==> config.mk <==
export PLATFORM = sky130hd
export DESIGN_NAME = stb_drain_arb
export DESIGN_NICKNAME = d
export VERILOG_FILES = /design/src/rtl/stb_drain_arb.sv
export SDC_FILE = /design/constraint.sdc
export NUM_CORES = 1
export LEC_CHECK = 0
export ABC_AREA = 1
export ABC_CLOCK_PERIOD_IN_PS = 4400
export CAP_MARGIN = 15
export CORE_MARGIN = 5
export CORE_UTILIZATION = 40
export CTS_BUF_LIST = sky130_fd_sc_hd__clkbuf_2 sky130_fd_sc_hd__clkbuf_4 sky130_fd_sc_hd__clkbuf_8
export CTS_CLUSTER_DIAMETER = 80
export DETAILED_ROUTE_END_ITERATION = 10
export GPL_TIMING_DRIVEN = 0
export PLACE_DENSITY = 0.76
export SETUP_SLACK_MARGIN = 0.3
export SLEW_MARGIN = 20
export SYNTH_ARGS = -nofsm -noshare
export SYNTH_HDL_FRONTEND = slang
export SYNTH_SLANG_ARGS = --single-unit
==> constraint.sdc <==
create_clock -name clk -period 4.4 [get_ports clk]
set_input_delay 0.66 -clock clk [delete_from_list [all_inputs] [get_ports clk]]
set_output_delay 0.66 -clock clk [all_outputs]
set_load 0.05 [all_outputs]
==> src/rtl/stb_drain_arb.sv <==
// -----------------------------------------------------------------------------
// stb_drain_arb
// Per-core store-buffer drain scheduler for four SPARC threads. Tracks the
// store-buffer occupancy of each thread, picks round-robin which thread's
// oldest store goes to the PCX request path, raises per-thread stall at full
// and records the first enqueue-on-full as a sticky error.
//
// Ports:
//   clk        core clock
//   rst        synchronous reset, active high
//   st_enq     [3:0] one store enqueued for thread t this cycle
//   thr_flush  [3:0] discard all entries of thread t
//   drain_en   blocks new drain requests when low (never retracts one)
//   pcx_ack    PCX accepted the outstanding request
//   pcx_req    drain request valid
//   pcx_thr    [1:0] thread id of the drain request
//   stall      [3:0] thread t store buffer full
//   stbcnt0..3 [CNTW-1:0] per-thread occupancy
//   ovfl_err   sticky overflow flag
//   ovfl_thr   [1:0] thread of the first overflow
// -----------------------------------------------------------------------------
module stb_drain_arb #(
  parameter int DEPTH = 8,
  parameter int CNTW  = 4
) (
  input  logic            clk,
  input  logic            rst,
  input  logic [3:0]      st_enq,
  input  logic [3:0]      thr_flush,
  input  logic            drain_en,
  input  logic            pcx_ack,
  output logic            pcx_req,
  output logic [1:0]      pcx_thr,
  output logic [3:0]      stall,
  output logic [CNTW-1:0] stbcnt0,
  output logic [CNTW-1:0] stbcnt1,
  output logic [CNTW-1:0] stbcnt2,
  output logic [CNTW-1:0] stbcnt3,
  output logic            ovfl_err,
  output logic [1:0]      ovfl_thr
);

  typedef enum logic {
    IDLE = 1'b0,
    REQ  = 1'b1
  } state_e;

  localparam logic [CNTW-1:0] FULL = CNTW'(DEPTH);

  state_e          state_q, state_d;
  logic [1:0]      ptr_q, ptr_d;
  logic [1:0]      pcx_thr_q, pcx_thr_d;
  logic [CNTW-1:0] cnt_q [4];
  logic [CNTW-1:0] cnt_d [4];
  logic            ovfl_err_q, ovfl_err_d;
  logic [1:0]      ovfl_thr_q, ovfl_thr_d;

  logic [3:0] dec;
  logic [3:0] inc;
  logic [3:0] ovf;
  logic [3:0] eligible;

  // Occupancy and overflow update.
  always_comb begin
    // NOTE: every always_comb output gets a default first so no path leaves
    // it unassigned; otherwise synthesis infers a latch.
    ovfl_err_d = ovfl_err_q;
    ovfl_thr_d = ovfl_thr_q;
    for (int t = 0; t < 4; t++) begin
      dec[t] = pcx_ack && (state_q == REQ) && (pcx_thr_q == 2'(t)) &&
               (cnt_q[t] != '0);
      // A full buffer can still accept a store in the cycle it drains one.
      inc[t] = st_enq[t] && ((cnt_q[t] < FULL) || dec[t]);
      ovf[t] = st_enq[t] && (cnt_q[t] == FULL) && !dec[t] && !thr_flush[t];
      if (thr_flush[t])
        cnt_d[t] = '0;
      else if (inc[t] && !dec[t])
        cnt_d[t] = cnt_q[t] + 1'b1;
      else if (dec[t] && !inc[t])
        cnt_d[t] = cnt_q[t] - 1'b1;
      else
        cnt_d[t] = cnt_q[t];
    end
    // Descending scan so the lowest overflowing thread is the one captured.
    if (!ovfl_err_q) begin
      for (int t = 3; t >= 0; t--) begin
        if (ovf[t]) begin
          ovfl_err_d = 1'b1;
          ovfl_thr_d = 2'(t);
        end
      end
    end
  end

  // Drain FSM next-state: round-robin grant searched from ptr+1.
  always_comb begin
    state_d   = state_q;
    ptr_d     = ptr_q;
    pcx_thr_d = pcx_thr_q;
    for (int t = 0; t < 4; t++)
      eligible[t] = (cnt_q[t] != '0) && !thr_flush[t];
    unique case (state_q)
      IDLE: begin
        if (drain_en && (eligible != 4'b0000)) begin
          // Scan from the farthest candidate back so the nearest one wins.
          for (int k = 4; k >= 1; k--) begin
            if (eligible[ptr_q + 2'(k)])
              pcx_thr_d = ptr_q + 2'(k);
          end
          state_d = REQ;
        end
      end
      REQ: begin
        // The request is held until ack regardless of drain_en or flush.
        if (pcx_ack) begin
          ptr_d   = pcx_thr_q;
          state_d = IDLE;
        end
      end
      default: state_d = IDLE;
    endcase
  end

  always_ff @(posedge clk) begin
    // NOTE: sequential state uses non-blocking assignments so every flop
    // samples the pre-edge values, independent of statement order.
    if (rst) begin
      state_q    <= IDLE;
      ptr_q      <= 2'd3;
      pcx_thr_q  <= 2'd0;
      ovfl_err_q <= 1'b0;
      ovfl_thr_q <= 2'd0;
      for (int t = 0; t < 4; t++) cnt_q[t] <= '0;
    end else begin
      state_q    <= state_d;
      ptr_q      <= ptr_d;
      pcx_thr_q  <= pcx_thr_d;
      ovfl_err_q <= ovfl_err_d;
      ovfl_thr_q <= ovfl_thr_d;
      for (int t = 0; t < 4; t++) cnt_q[t] <= cnt_d[t];
    end
  end

  assign pcx_req  = (state_q == REQ);
  assign pcx_thr  = pcx_thr_q;
  assign ovfl_err = ovfl_err_q;
  assign ovfl_thr = ovfl_thr_q;
  assign stbcnt0  = cnt_q[0];
  assign stbcnt1  = cnt_q[1];
  assign stbcnt2  = cnt_q[2];
  assign stbcnt3  = cnt_q[3];
  always_comb begin
    for (int t = 0; t < 4; t++) stall[t] = (cnt_q[t] == FULL);
  end

endmodule

==> summary.md, run 1 <==
| Metric | Value |
|---|---|
| GP Congestion | `0.830` |
| Number of setup buffers added after CTS | `0` |
| Max FO, Critical Path | `6` |
| Final period util | `0.649` |
| CP startpoint kind | `primary input` |
| Clock sink total | `24` |
| Pwr/cell area | `302 nW/um^2` |
| H-tree depth | `1` |
| DRC | `0` |
| Global-route wire length before repair | `6270 um` |
| Antenna violations before repair | `0` |
| Detailed Route WL | `3710 um` |
| Number of port buffers | `37` |
| Max-Cap Viols | `0` |
| Clock Root Buffer | `clkbuf_8` |
| Lkg Pwr | `1.06 nW` |
| Cell row count | `23` |
| Max Buffers Root-to-Sink | `2` |
| Status | `finished, final reports clean` |
| Multi-input logic area | `1050 um^2` |
| Largest area contributor in the netlist | `dfxtp_1` |
| Worst-Margin Slew | `0.513 ns` |
| Most frequent cells in the layout | `nand2_1, clkdlybuf4s50_1, inv_1` |
| FF-to-FF End | `cnt_q[2][3]` |
| Core Footprint | `4030 um^2` |
| Largest net degree at the start of global routing | `14` |
| Reg2Reg Setup Slack | `1.96 ns` |
| Num CTS Buffers | `3` |
| CTS tree | `built` |
| Crit. End Element | `register` |
| Layout area overhead | `29.1%` |
| Dpl ws | `1.26 ns` |
| Synthesized area | `1680 um^2` |
| Fillers | `400` |
| Most common library cell in the layout ignoring fill and taps | `nand2_1` |
| Cell mode on critical path | `ha_1` |
| Hold wc startpoint | `ovfl_err` |
| Worst vdd ir | `0.119 mV` |
| Arrival time at the worst endpoint | `3.06 ns` |
| Vias per cell | `4.87` |
| Cts hold-fix bufs | `0` |
| ANT cells | `0` |
| IO Pins | `38` |
| Slowest stage delay, CP | `0.47 ns` |
| Syn Nets | `262` |
| Sequential cell area | `480 um^2` |
| Setup TNS | `0 ns` |
| Vias in the first global route | `1,483` |
| Max-slew violations | `0` |
| Worst hold endpoint | `ovfl_err` |
| CP cell instances | `clkdlybuf4s50_1 > nand2_2 > clkinv_2 > nand4_1 > a21boi_0 > ha_1 > inv_1 > ha_1 > and3_1 > a211oi_1 > xor2_1 > nand2_1 > a21oi_1` |
| Yosys top cell area share | `0.286` |
| Post-synthesis sequential area ratio | `0.286` |
| Routed length per placed instance | `11.4 um` |
| Final WS setup | `1.55 ns` |
| GRT Util Overall | `0.142` |
| Resized cells post-CTS | `0` |
| Synthesis-stage register bit count | `24` |
| Dpl hpwl | `3020 um` |
| Hold Path Stages | `2` |
| Worst r2r src | `cnt_q[2][0]` |
| # setup viols final | `0` |
| Via Count | `1,584` |
| Critical path's slowest cell | `clkdlybuf4s50_1` |
| Die W | `74.8 um` |
| WP data required | `4.60 ns` |
| DR pass1 iterations | `4` |
| Post-route ant nets | `0` |
| Clk slew on worst S/H paths | `0.08 ns` |
| Cells after synthesis | `234` |
| Reg2Reg Depth | `12` |
| Crit path time final | `2.85 ns` |
| RSZ-0062 raised after global routing | `no` |
| Synth unique cells | `27` |
| Final Core Density | `0.538` |
| Top cells by area, synth | `dfxtp_1, nand2_1, ha_1, xor2_1, inv_1` |
| Rel. slew slack | `0.657` |
| Clock skew | `0.00155 ns` |
| F_max | `350 MHz` |
| Post-placement cell count | `321` |
| Starting Density | `0.416` |
| Initial DRC Count | `61` |
| Layout cells sized above 1 | `0.0764` |
| CP Class | `primary input to register` |
| Final Hold Fails | `0` |
| Fin nets | `304` |
| Tightest Hold Check Type | `register to register` |
| Total die area | `5590 um^2` |
| Clk_lat worst skew | `0.26 ns` |
| Syn_area_per_cell | `7.17 um^2` |
| Synth warnings | `0` |
| GRT overflow | `0` |
| Fin cells | `325` |
| Die Y | `74.8 um` |
## through the flow
step                      hold WS, ns  power [mW]  area [um^2]
final                           0.479       0.654         2170
after global routing            0.519       0.698         2170
after CTS                       0.484       0.663         2170
after detailed placement        0.470       0.510         2110
after global placement          0.467       0.505         2110
after floorplan                 0.499       0.437         1680
## logic make-up (layout without fill, tap and decap cells)
family	Yosys count	in the layout	share of synthesized area
simple gates	102	102	0.282
compound gates	38	38	0.125
buf+inv	38	79	0.0865
flops	24	24	0.286
fa+ha+maj	16	16	0.137
xor+xnor	16	16	0.0835
## cell usage after synthesis
master	number
a31oi_1	1
nor2_2	6
a21o_1	3
nand4_1	4
nor3_1	1
and3_1	1
a21boi_0	2
nand2b_1	1
buf_2	1
nand3_2	1
nand2_2	4
o21ai_0	9
fa_1	4
nand2_1	50
clkinv_2	1
ha_1	12
nand3_1	13
dfxtp_1	24
inv_2	2
nor2_1	19
a21oi_1	19
nor4_4	1
o21ai_1	2
xor2_1	16
a211oi_1	2
nand4_2	1
inv_1	34
## registers in the layout, indices dropped and copies added (netlist names)
signal / flops
ptr_q: 2
ovfl_thr: 2
pcx_thr: 2
cnt_q: 16
pcx_req: 1
ovfl_err: 1
## per-layer routing
layer	wire (um)	vias up	track usage	share of wire
met5	0	-	0	0
met4	35	0	0.0356	0.0094
met3	222	4	0.0307	0.060
met2	1660	45	0.227	0.45
met1	1790	704	0.195	0.48
li1	-	831	-	-
## cell type report
type                    instances  area share
clock buffers                   4      0.0254
inverters                      37      0.0647
repair buffers                 37       0.171
flip-flops and latches         24       0.222
multi-input cells             172       0.486
well taps                      50      0.0289
plain buffers                   1     0.00231
## where the power goes
part,switching (mW),total [mW],internal [mW]
Combinational,0.156,0.248,0.0923
Clock,0.0704,0.150,0.0799
Sequential,0.0220,0.256,0.234
Total,0.248,0.654,0.406
## critical path, delay by kind of cell
kind            cells  cell delay (ns)
compound gates      3             0.54
xor+xnor            1             0.17
fa+ha+maj           2             0.53
buf+inv             3             0.65
simple gates        4             0.51
## worst max-delay path by stage
stage                     slack, ns  cells past startpoint   startpoint     endpoint
final                          1.55                     13      pcx_ack  cnt_q[2][3]
after detailed placement       1.26                     13      pcx_ack  cnt_q[2][3]
after global placement         1.31                     13      pcx_ack  cnt_q[2][3]
after CTS                      1.54                     13      pcx_ack  cnt_q[2][3]
after global routing           1.34                     13      pcx_ack  cnt_q[2][3]
after floorplan                1.84                     12  cnt_q[2][0]  cnt_q[2][3]
Note: power is estimated with default switching activity, not from simulation.
==> run 2: changes to the inputs <==
- ABC_CLOCK_PERIOD_IN_PS: 4400 -> 2900
- clock period: 4.4 -> 2.9 ns (I/O delays scaled with it)
==> summary.md, run 2 (synthesis gave the netlist of run 1 again) <==
| Metric | Value |
|---|---|
| DR pass1 iterations | `4` |
| Max-Cap Viols | `0` |
| Die Y | `74.8 um` |
| Pwr/cell area | `455 nW/um^2` |
| Tightest Hold Check Type | `register to register` |
| Gate power share | `0.386` |
| Max Buffers Root-to-Sink | `2` |
| Fillers | `394` |
| Sequential cell area | `480 um^2` |
| Arrival time at the worst endpoint | `2.65 ns` |
| Largest net degree at the start of global routing | `14` |
| Vias per cell | `4.86` |
| Clock sink total | `24` |
| Final period util | `0.845` |
| Global-route wire length before repair | `6310 um` |
| CP startpoint kind | `register` |
| # setup viols final | `0` |
| Clk slew on worst S/H paths | `0.09 ns` |
| Fin nets | `304` |
| Core Footprint | `4030 um^2` |
| Clock Root Buffer | `clkbuf_8` |
| Multi-input logic area | `1100 um^2` |
| Layout cells sized above 1 | `0.113` |
| Crit. End Element | `register` |
| Routed length per placed instance | `11.8 um` |
| Most frequent cells in the layout | `nand2_1, clkdlybuf4s50_1, inv_1` |
| Clk_lat worst skew | `0.27 ns` |
| CP Class | `register to register` |
| Lkg Pwr | `1.07 nW` |
| Detailed Route WL | `3820 um` |
| Max FO, Critical Path | `5` |
| Post-route ant nets | `0` |
| Total die area | `5590 um^2` |
| Most common library cell in the layout ignoring fill and taps | `nand2_1` |
| Worst vdd ir | `0.196 mV` |
| GRT Util Overall | `0.143` |
| Max-slew violations | `0` |
| Minimum hold slack | `0.479 ns` |
| Final Hold Fails | `0` |
| ANT cells | `0` |
| CTS tree | `built` |
| Clk pwr share | `0.228` |
| DRC | `0` |
| Number of port buffers | `37` |
| Die W | `74.8 um` |
| Status | `finished, final reports clean` |
| Vias in the first global route | `1,490` |
| WP data required | `3.10 ns` |
| Worst-Margin Slew | `0.518 ns` |
| Flop pwr share | `0.386` |
| Post-placement cell count | `321` |
| Dpl hpwl | `3020 um` |
| Cts hold-fix bufs | `0` |
| Reg with most FFs | `cnt_q` |
| Initial DRC Count | `60` |
| Switching pwr | `0.388 mW` |
| Crit path time final | `2.45 ns` |
| RSZ-0062 raised after global routing | `no` |
| Rel. slew slack | `0.654` |
| Starting Density | `0.416` |
| Max reg flops | `16` |
| Layout area overhead | `32.4%` |
| Dpl ws | `-0.0108 ns` |
| Antenna violations before repair | `0` |
| Fin cells | `325` |
| Net Sw Frac | `0.384` |
| H-tree depth | `1` |
| Number of setup buffers added after CTS | `0` |
| Via Count | `1,580` |
| Final Core Density | `0.551` |
| F_max | `408 MHz` |
| Num CTS Buffers | `3` |
| GRT overflow | `0` |
| Clock skew | `0.00322 ns` |
| Cell row count | `23` |
| IO Pins | `38` |
| Final WS setup | `0.450 ns` |
| Total power | `1.01 mW` |
| GP Congestion | `0.830` |
| P_int | `0.622 mW` |
## run 2: critical path, cell delays in order, from the launching register on
cell and delay (ns):
dfxtp_1 0.43, nor2_1 0.10, nand2_1 0.10, nand4_1 0.17
a21boi_1 0.19, ha_2 0.21, inv_2 0.07, ha_1 0.26
and3_1 0.19, a211oi_2 0.22, xor2_1 0.21, nand2_1 0.10
a21oi_1 0.13
## run 2: path summary, 6_finish.rpt
check                                 start     endpoint  slack, ns  cells past startpoint
worst max-delay path            cnt_q[2][0]  cnt_q[2][3]       0.45                     12
worst max register to register  cnt_q[2][0]  cnt_q[2][3]       0.45                     12
worst min register to register     ovfl_err     ovfl_err       0.48                      2
worst min-delay path               ovfl_err     ovfl_err       0.48                      2
## run 2: cell type report
| cell class | count | area share |
|---|---|---|
| inverters | 37 | 0.0631 |
| repair buffers | 37 | 0.168 |
| plain buffers | 1 | 0.00225 |
| multi-input cells | 172 | 0.497 |
| well taps | 50 | 0.0282 |
| clock buffers | 4 | 0.0248 |
| flip-flops and latches | 24 | 0.216 |
## run 2: metal layers
| metal | GRT usage | up-vias | part of all wire |
|---|---|---|---|
| li1 | - | 835 | - |
| met1 | 0.196 | 699 | 0.47 |
| met2 | 0.229 | 42 | 0.46 |
| met3 | 0.0307 | 4 | 0.056 |
| met4 | 0.0356 | 0 | 0.0092 |
| met5 | 0 | - | 0 |
## run 2: power by group through the flow
stage	Sequential [mW]	Combinational [mW]	Clock, mW
after floorplan	0.469	0.193	0
after global placement	0.395	0.371	0
after detailed placement	0.396	0.377	0
after CTS	0.388	0.381	0.238
after global routing	0.395	0.430	0.249
final	0.390	0.390	0.231
## run 2: what timing repair did
action,in CTS,in global routing
gates resized for setup,1,14
gates cloned,0,0
endpoints found under the setup margin,1,3
pin swaps,0,5
hold endpoints to repair,0,0
## run 2: per-stage QoR
step                      TNS, ns  cell area (um^2)
final                           0              2220
after global routing            0              2220
after CTS                       0              2170
after detailed placement  -0.0108              2110
after global placement          0              2110
after floorplan                 0              1680
